===== config.mk =====
export PLATFORM = sky130hd
export DESIGN_NAME = tlb_maint_ctrl
export DESIGN_NICKNAME = d
export VERILOG_FILES = /design/src/rtl/tlb_maint_ctrl_pkg.sv /design/src/rtl/tlb_maint_ctrl_inv_match.sv /design/src/rtl/tlb_maint_ctrl.sv
export SDC_FILE = /design/constraint.sdc
export NUM_CORES = 1
export LEC_CHECK = 0
export BUFFER_PORTS_ARGS = -buffer_cell sky130_fd_sc_hd__buf_2
export CAP_MARGIN = 20
export CELL_PAD_IN_SITES_DETAIL_PLACEMENT = 1
export CELL_PAD_IN_SITES_GLOBAL_PLACEMENT = 1
export CORE_MARGIN = 2
export CORE_UTILIZATION = 39
export CTS_CLUSTER_DIAMETER = 50
export DETAILED_ROUTE_END_ITERATION = 8
export PLACE_DENSITY = 0.82
export SYNTH_ARGS = -nofsm -noshare
export SYNTH_HDL_FRONTEND = slang
export SYNTH_SLANG_ARGS = --single-unit

===== constraint.sdc =====
create_clock -name clk -period 7 [get_ports clk]
set_clock_uncertainty 0.2 [all_clocks]
set_input_delay 0.7 -clock clk [delete_from_list [all_inputs] [get_ports clk]]
set_output_delay 0.7 -clock clk [all_outputs]
set_load 0.02 [all_outputs]

===== src/rtl/tlb_maint_ctrl_pkg.sv =====
// Shared types and constants for the TLB maintenance sequencer.
package tlb_maint_ctrl_pkg;

    localparam int unsigned TLBNUM_DEF = 16;
    localparam int unsigned IDX_W_DEF  = 4;

    typedef enum logic [2:0] {
        ST_IDLE = 3'd0,
        ST_SRCH = 3'd1,
        ST_RD   = 3'd2,
        ST_WR   = 3'd3,
        ST_INV  = 3'd4,
        ST_DONE = 3'd5
    } state_e;

    // INVTLB op codes; anything above INV_GA_VA is a no-op walk.
    localparam logic [4:0] INV_ALL0       = 5'd0;
    localparam logic [4:0] INV_ALL1       = 5'd1;
    localparam logic [4:0] INV_G1         = 5'd2;
    localparam logic [4:0] INV_G0         = 5'd3;
    localparam logic [4:0] INV_G0_ASID    = 5'd4;
    localparam logic [4:0] INV_G0_ASID_VA = 5'd5;
    localparam logic [4:0] INV_GA_VA      = 5'd6;

endpackage


===== src/rtl/tlb_maint_ctrl_inv_match.sv =====
// Combinational INVTLB match condition for the entry currently being walked.
module tlb_inv_match
    import tlb_maint_ctrl_pkg::*;
(
    input  logic [4:0]  op,
    input  logic        e,
    input  logic        g,
    input  logic [9:0]  asid,
    input  logic [18:0] vppn,
    input  logic [9:0]  l_asid,
    input  logic [18:0] l_va,
    output logic        match_c
);

    logic asid_eq;
    logic va_eq;
    logic cond;

    // Evaluate the op-specific condition; only valid entries can match.
    always_comb begin
        asid_eq = (asid == l_asid);
        va_eq   = (vppn == l_va);
        cond    = 1'b0;
        case (op)
            INV_ALL0, INV_ALL1: cond = 1'b1;
            INV_G1:             cond = g;
            INV_G0:             cond = ~g;
            INV_G0_ASID:        cond = ~g & asid_eq;
            INV_G0_ASID_VA:     cond = ~g & asid_eq & va_eq;
            INV_GA_VA:          cond = (g | asid_eq) & va_eq;
            default:            cond = 1'b0;
        endcase
        match_c = e & cond;
    end

endmodule


===== src/rtl/tlb_maint_ctrl.sv =====
// Sequences TLB maintenance instructions held in WB and refetches pc+4 afterwards.
module tlb_maint_ctrl
    import tlb_maint_ctrl_pkg::*;
#(
    parameter int unsigned TLBNUM = TLBNUM_DEF,
    parameter int unsigned IDX_W  = IDX_W_DEF
) (
    input  logic             clk,
    input  logic             rst,
    input  logic             wb_valid,
    input  logic             wb_ex,
    input  logic             wb_is_ertn,
    input  logic [31:0]      wb_pc,
    input  logic             wb_inst_tlbsrch,
    input  logic             wb_inst_tlbrd,
    input  logic             wb_tlb_wr_en,
    input  logic             wb_tlb_fill_en,
    input  logic             wb_invtlb_valid,
    input  logic [4:0]       wb_invtlb_op,
    input  logic [9:0]       wb_invtlb_asid,
    input  logic [18:0]      wb_invtlb_va,
    input  logic [IDX_W-1:0] csr_tlbidx_index,
    input  logic [9:0]       csr_asid,
    input  logic [18:0]      csr_tlbehi_vppn,
    output logic [18:0]      tlb_s_vppn,
    output logic [9:0]       tlb_s_asid,
    input  logic             tlb_s_found,
    input  logic [IDX_W-1:0] tlb_s_index,
    output logic [IDX_W-1:0] tlb_r_index,
    input  logic             tlb_r_e,
    input  logic             tlb_r_g,
    input  logic [9:0]       tlb_r_asid,
    input  logic [18:0]      tlb_r_vppn,
    output logic             tlb_we,
    output logic [IDX_W-1:0] tlb_w_index,
    output logic             tlb_inv_we,
    output logic [IDX_W-1:0] tlb_inv_index,
    output logic             csr_tlbsrch_we,
    output logic             csr_tlbsrch_found,
    output logic [IDX_W-1:0] csr_tlbsrch_index,
    output logic             csr_tlbrd_we,
    output logic             wb_stall,
    output logic             refetch_valid,
    output logic [31:0]      refetch_pc
);

    localparam logic [IDX_W-1:0] LAST_IDX = IDX_W'(TLBNUM - 1);

    state_e           state_q;
    state_e           state_d;
    logic [31:0]      pc_q;
    logic [4:0]       op_q;
    logic [9:0]       asid_q;
    logic [18:0]      va_q;
    logic [9:0]       s_asid_q;
    logic [18:0]      s_vppn_q;
    logic             is_fill_q;
    logic [IDX_W-1:0] fill_idx_q;
    logic [IDX_W-1:0] fill_ctr_q;
    logic [IDX_W-1:0] cnt_q;
    logic             any_op_c;
    logic             start_c;
    logic             match_c;

    // Per-entry invalidate condition for the entry at the walk index.
    tlb_inv_match u_match (
        .op      (op_q),
        .e       (tlb_r_e),
        .g       (tlb_r_g),
        .asid    (tlb_r_asid),
        .vppn    (tlb_r_vppn),
        .l_asid  (asid_q),
        .l_va    (va_q),
        .match_c (match_c)
    );

    // Accept a new maintenance op only from IDLE and never while in reset.
    always_comb begin
        any_op_c = wb_inst_tlbsrch | wb_inst_tlbrd | wb_tlb_wr_en | wb_tlb_fill_en | wb_invtlb_valid;
        start_c  = ~rst & (state_q == ST_IDLE) & wb_valid & ~wb_ex & ~wb_is_ertn & any_op_c;
    end

    // State register.
    always_ff @(posedge clk or posedge rst) begin
        if (rst) begin
            state_q <= ST_IDLE;
        end else begin
            state_q <= state_d;
        end
    end

    // Operand latches captured on start so WB changes cannot disturb an op in flight.
    always_ff @(posedge clk or posedge rst) begin
        if (rst) begin
            pc_q       <= '0;
            op_q       <= '0;
            asid_q     <= '0;
            va_q       <= '0;
            s_asid_q   <= '0;
            s_vppn_q   <= '0;
            is_fill_q  <= 1'b0;
            fill_idx_q <= '0;
        end else if (start_c) begin
            pc_q       <= wb_pc;
            op_q       <= wb_invtlb_op;
            asid_q     <= wb_invtlb_asid;
            va_q       <= wb_invtlb_va;
            s_asid_q   <= csr_asid;
            s_vppn_q   <= csr_tlbehi_vppn;
            is_fill_q  <= wb_tlb_fill_en & ~wb_invtlb_valid;
            fill_idx_q <= fill_ctr_q;
        end
    end

    // Free-running TLBFILL victim counter and the INVTLB walk index.
    always_ff @(posedge clk or posedge rst) begin
        if (rst) begin
            fill_ctr_q <= '0;
            cnt_q      <= '0;
        end else begin
            fill_ctr_q <= fill_ctr_q + IDX_W'(1);
            if (state_q == ST_INV) begin
                cnt_q <= (cnt_q == LAST_IDX) ? '0 : cnt_q + IDX_W'(1);
            end
        end
    end

    assign tlb_s_vppn = s_vppn_q;
    assign tlb_s_asid = s_asid_q;

    // Next-state and per-state port drive; at most one strobe per state.
    always_comb begin
        state_d           = state_q;
        wb_stall          = 1'b0;
        tlb_r_index       = '0;
        tlb_we            = 1'b0;
        tlb_w_index       = '0;
        tlb_inv_we        = 1'b0;
        tlb_inv_index     = '0;
        csr_tlbsrch_we    = 1'b0;
        csr_tlbsrch_found = 1'b0;
        csr_tlbsrch_index = '0;
        csr_tlbrd_we      = 1'b0;
        refetch_valid     = 1'b0;
        refetch_pc        = '0;
        case (state_q)
            ST_IDLE: begin
                wb_stall = start_c;
                if (start_c) begin
                    if (wb_invtlb_valid) begin
                        state_d = (wb_invtlb_op <= INV_GA_VA) ? ST_INV : ST_DONE;
                    end else if (wb_tlb_fill_en || wb_tlb_wr_en) begin
                        state_d = ST_WR;
                    end else if (wb_inst_tlbsrch) begin
                        state_d = ST_SRCH;
                    end else begin
                        state_d = ST_RD;
                    end
                end
            end
            ST_SRCH: begin
                wb_stall          = 1'b1;
                csr_tlbsrch_we    = 1'b1;
                csr_tlbsrch_found = tlb_s_found;
                csr_tlbsrch_index = tlb_s_index;
                state_d           = ST_DONE;
            end
            ST_RD: begin
                wb_stall     = 1'b1;
                tlb_r_index  = csr_tlbidx_index;
                csr_tlbrd_we = 1'b1;
                state_d      = ST_DONE;
            end
            ST_WR: begin
                wb_stall    = 1'b1;
                tlb_we      = 1'b1;
                tlb_w_index = is_fill_q ? fill_idx_q : csr_tlbidx_index;
                state_d     = ST_DONE;
            end
            ST_INV: begin
                wb_stall      = 1'b1;
                tlb_r_index   = cnt_q;
                tlb_inv_we    = match_c;
                tlb_inv_index = cnt_q;
                if (cnt_q == LAST_IDX) begin
                    state_d = ST_DONE;
                end
            end
            ST_DONE: begin
                refetch_valid = 1'b1;
                refetch_pc    = pc_q + 32'd4;
                state_d       = ST_IDLE;
            end
            default: begin
                state_d = ST_IDLE;
            end
        endcase
    end

endmodule


# Yosys cells after proc, flatten, opt, wreduce, memory -nomap -nowiden
# Index checks and enable logic that the tools add are counted.
# word_totals
reg_bits,111
output_inout_bits,84
elab_cells,80
# classes
add_sub_neg,3
order_cmp,1
eq_ne,16
n_mux,22
bitwise,20
n_reduce_logical,7
# ops
cell,count
$add 32x3->32 const B,1
$mux 32,1
$mux 4,5
$eq 19x19->1,1
$eq 5x3->1 const B,3
$and 1x1->1,10
$eq 10x10->1,1
$eq 5x2->1 const B,2
$mux 3,3
$pmux 3 s3,1
$add 4x1->4 const B,2
$pmux 4 s2,1
$mux 1,7
$eq 3x2->1 const B,2
$eq 3x3->1 const B,2
$pmux 1 s6,1
$eq 5x1->1 const B,1
$le 5x3->1 const B,1
$logic_not 5->1,1
$not 1->1,5
$or 1x1->1,5
$eq 4x4->1 const B,1
$mux 2,2
$reduce_or 4->1,1
9 further kinds,9

# Depth between registers and ports, before layout
# logic_depth
word_depth,8
ltp_mapped,8

# By module
# From an unflattened synthesis, not the netlist that was laid out.
# hier_totals
cells_unflattened,695
hier_area_um2,5761.8
# by_module_without_submodules
mod,n_inst,cells_each,area_per_inst_um2
tlb_maint_ctrl,1,640,5332.6
tlb_inv_match,1,55,429.2

# Worst setup path after synthesis
# OpenSTA, ideal clock, no wires.
# synth_path
kind,input to output
startpoint,input tlb_r_g
endpoint,output tlb_inv_we
arrival_time_ns,2.441
required_ns,6.100
slack_ns,3.659
cell_stages,6
cell_sequence,or4b_2 -> nor4_1 -> nand3_1 -> nor3_1 -> nor3_1 -> nor3b_1
# synth_between
elab_chain_cells,6
word_cells_on_any_way,8
cone_classes,mux (2); bitwise (6)
# synth_rtl
element,line,rtl
from (decl),tlb_maint_ctrl.sv:31,"input logic tlb_r_g,"
$not 1->1,"tlb_maint_ctrl_inv_match.sv:27, tlb_maint_ctrl_inv_match.sv:28, tlb_maint_ctrl_inv_match.sv:29",
$and 1x1->1,"tlb_maint_ctrl_inv_match.sv:28, tlb_maint_ctrl_inv_match.sv:29",
$and 1x1->1,tlb_maint_ctrl_inv_match.sv:29,INV_G0_ASID_VA: cond = ~g & asid_eq & va_eq;
$pmux 1 s6 (*),tlb_maint_ctrl_inv_match.sv:24,case (op)
$and 1x1->1 (*),tlb_maint_ctrl_inv_match.sv:33,match_c = e & cond;
$mux 1 (*),tlb_maint_ctrl.sv:146,case (state_q)
to (decl),tlb_maint_ctrl.sv:36,"output logic tlb_inv_we,"
# Mark *: on every way between the ends. The rest lies on a longest branch, timed or not.

# Worst setup path in the final report
# layout_path
startpoint,register pc_q[2]
endpoint,output refetch_pc[30]
# layout_between
elab_chain_cells,2
# layout_rtl
element,line,rtl
from (decl),tlb_maint_ctrl.sv:51,logic [31:0] pc_q;
from (signal assigned),tlb_maint_ctrl.sv:104,pc_q <= wb_pc;
$add 32x3->32,tlb_maint_ctrl.sv:191,refetch_pc = pc_q + 32'd4;
$mux 32,tlb_maint_ctrl.sv:146,
to (decl),tlb_maint_ctrl.sv:44,output logic [31:0] refetch_pc
# Every way passes these cells.

==> flow_summary.yaml <==
clocking:
  cts_resized: 0
  root_buffer: "clkbuf_16"
  cts_buffers: 9
  worstSkewPairLatency_ns: 0.35
  cts_tree: "yes"
  clkSinkCount: 111
  ctsHoldBuffers: 0
  htreeDepth: 3
  cts_buffer_depth: 2
  clk_pin_slew_ns: 0.08
  postCtsSetupBuffers: 0
critical_path:
  criticalPathCategory: "flip-flop to primary output"
  cp.arrival_ns: 2.73
  cp_slowest_stage_delay_ns: 0.66
  critPathMaxFanout: 6
  reg2reg_from: "state_q[2]"
  crit_family: "simple AND/OR/NAND/NOR gates"
  cpMaxStageDelayCell: "or4b_1"
  endpoint_kind: "primary output"
  critPathLaunch: "pc_q[2]"
  worstPathBufferInverterCount: 1
  crit_chain: "ha_1 -> nand4_1 -> or4b_1 -> nor3_2 -> nand3_1 -> xor2_1 -> nor2_1 -> buf_2"
  cp-start-kind: "flip-flop"
  crit_required_ns: 6.10
sta:
  fmax_mhz: 275.3
  setup_tns_ns: 0
  finalSetupViolations: 0
  min_period_ns: 3.632
  fin_crit_sh: 0.5189
  worst_pin_slew_ns: 0.9237
  hold_viol_final: 0
  maxSlewViolCount: 0
  rsz0062_at_grt: "no"
  slew_headroom: 0.3842
layout:
  filler_cell_count: 1565
  layout_commonest_cell: "buf_2"
  final_cell_mix: "228 x buf_2, 111 x dfrtp_1, 98 x mux2_2, 37 x nor2_1, 32 x xor2_1"
  multi_input_area_sq_um: 2613
  antenna_cells: 0
  fin_nets: 844
  area_growth_syn_to_layout_pct: 29.77
  drive_above_1_share: 0.5093
  regArea_sq_um: 2778
  layout.cells.non_filler: 881
power_and_ir_drop:
  ir_drop_uv: 209.5
  p_leak_nw: 3.579
  p_per_area_nw_per_um2: 381.6
detailed_routing:
  ant_nets: 0
  drt_iter0_markers: 108
  first_pass_iters: 4
  drc: 0
  viasPerCell: 4.991
  post_drt_wl_per_cell_microns: 16.83
  drt-total-wl_mm: 14.82
  num_vias: 4397
die:
  dieArea_sq_um: 15080
  die_width_microns: 122.8
  initial_utilization: 0.3982
  die_y_microns: 122.8
  pin_count: 229
  core_sq_um: 13830
  rows: 43
global_route:
  grt_overflow: 0
  grt_max_degree: 74
  grt_pass1_vias: 4751
  track_usage: 0.1977
  antenna_found_initial: 3
  grt_pass1_wl_mm: 23.12
logic_synthesis:
  syn_nets: 620
  ys_seq_area_frac: 0.5045
  synthTopCellsByArea: "dfrtp_1 50%, mux2_2 20%, xor2_1 5.1%, xnor2_1 3.5%, nor2_1 2.5%"
  netlist_area_sq_um: 5505
  syn_inst: 472
  synth_top_area_frac: 0.5045
  syn_area_per_cell_sq_um: 11.66
  synth_warnings: 0
  yosys.area.top_type: "dfrtp_1"
  ys_ff_latch: 111
  yosys.cell_types.count: 42
placement:
  dpl.cell_count: 865
  post-dp-hpwl_mm: 11.57
  portBuffers: 228
  gp_congestion: 0.8046
run_status:
  outcome: "finished clean"
min_path:
  min-delay-path-class: "flip-flop to flip-flop"
  worstHoldStart: "fill_ctr_q[3]"
run:
  maxCapViolCount: 0
[stage by stage]
step	cell area (sq um)	worst slack (ns)	hold WS (ns)	util	power, mW
detailed placement	6834	3.435	0.2700	0.4943	2.211
global placement	6834	3.576	0.2570	0.4943	2.135
finish	7144	3.368	0.2857	0.5167	2.727
floorplan	5505	3.169	0.2337	-	1.855
CTS	7144	3.348	0.2927	0.5167	2.764
global route	7144	3.149	0.2990	0.5167	2.910
[state kept, by name, indices dropped and copies added (netlist names), 3 cells and up]
register / count
asid_q: 10
state_q: 3
tlb_s_vppn: 19
va_q: 19
tlb_s_asid: 10
cnt_q: 4
op_q: 5
fill_ctr_q: 4
fill_idx_q: 4
pc_q: 32
[worst paths after layout]
| kind | to | slack (ns) | cells past startpoint |
|---|---|---|---|
| max | refetch_pc[30] | 3.37 | 8 |
| min | fill_ctr_q[3] | 0.29 | 1 |
| max reg2reg | op_q[0] | 4.08 | 6 |
| min reg2reg | fill_ctr_q[3] | 0.29 | 1 |
| max in group asynchronous | is_fill_q | 5.14 | 3 |
| min in group asynchronous | va_q[9] | 0.39 | 2 |
[cell usage after synthesis, drive strengths merged]
cell and count:
a2111oi 3, mux2i 4, nor3b 3, nor2 37, or4b 2, clkbuf 10, inv 12, and2 10
and4 3, and3 7, nor4 6, buf 9, a21oi 11, xor2 32, nand2 24, nand3 20
nor3 5, nand4 6, nand3b 2, a21o 3, or3 9, mux2 98, xnor2 22, o2111ai 1
o22ai 1, o21ai 13, nand2b 3, dfrtp 111, a31oi 2, ha 3
[layer usage]
layer	share of wire	track usage
met4	0.013	0.05532
met3	0.095	0.07017
met5	0.0020	0
met2	0.50	0.3519
met1	0.39	0.2224
[report_power, final]
group	internal (mW)	leakage (nW)	switching, mW
Combinational	0.484	2.06	0.484
Sequential	0.944	1.37	0.274
Clock	0.286	0.146	0.255
Total	1.71	3.58	1.01
[layout make-up]
type                       instances  share of cell area
timing repair buffer             232              0.1639
sequential                       111              0.3888
multi-input combinational        330              0.3657
inverter                          12            0.006655
clock buffer                       9             0.03152
tap                              180             0.03152
clock inverter                     7             0.01191
[logic make-up (layout without fill, tap and decap cells)]
logic type               Yosys count  in the layout  share of synthesized area
AO/OA/AOI/OAI                     34             34                    0.03682
XOR/XNOR                          54             54                    0.08591
multiplexers                     102            102                     0.2077
flip-flops                       111            111                     0.5045
buffers and inverters             31            260                    0.02295
AND/OR/NAND/NOR                  137            137                     0.1352
adder cells (fa/ha/maj)            3              3                   0.006819
Power figures use the tool's default switching activity.
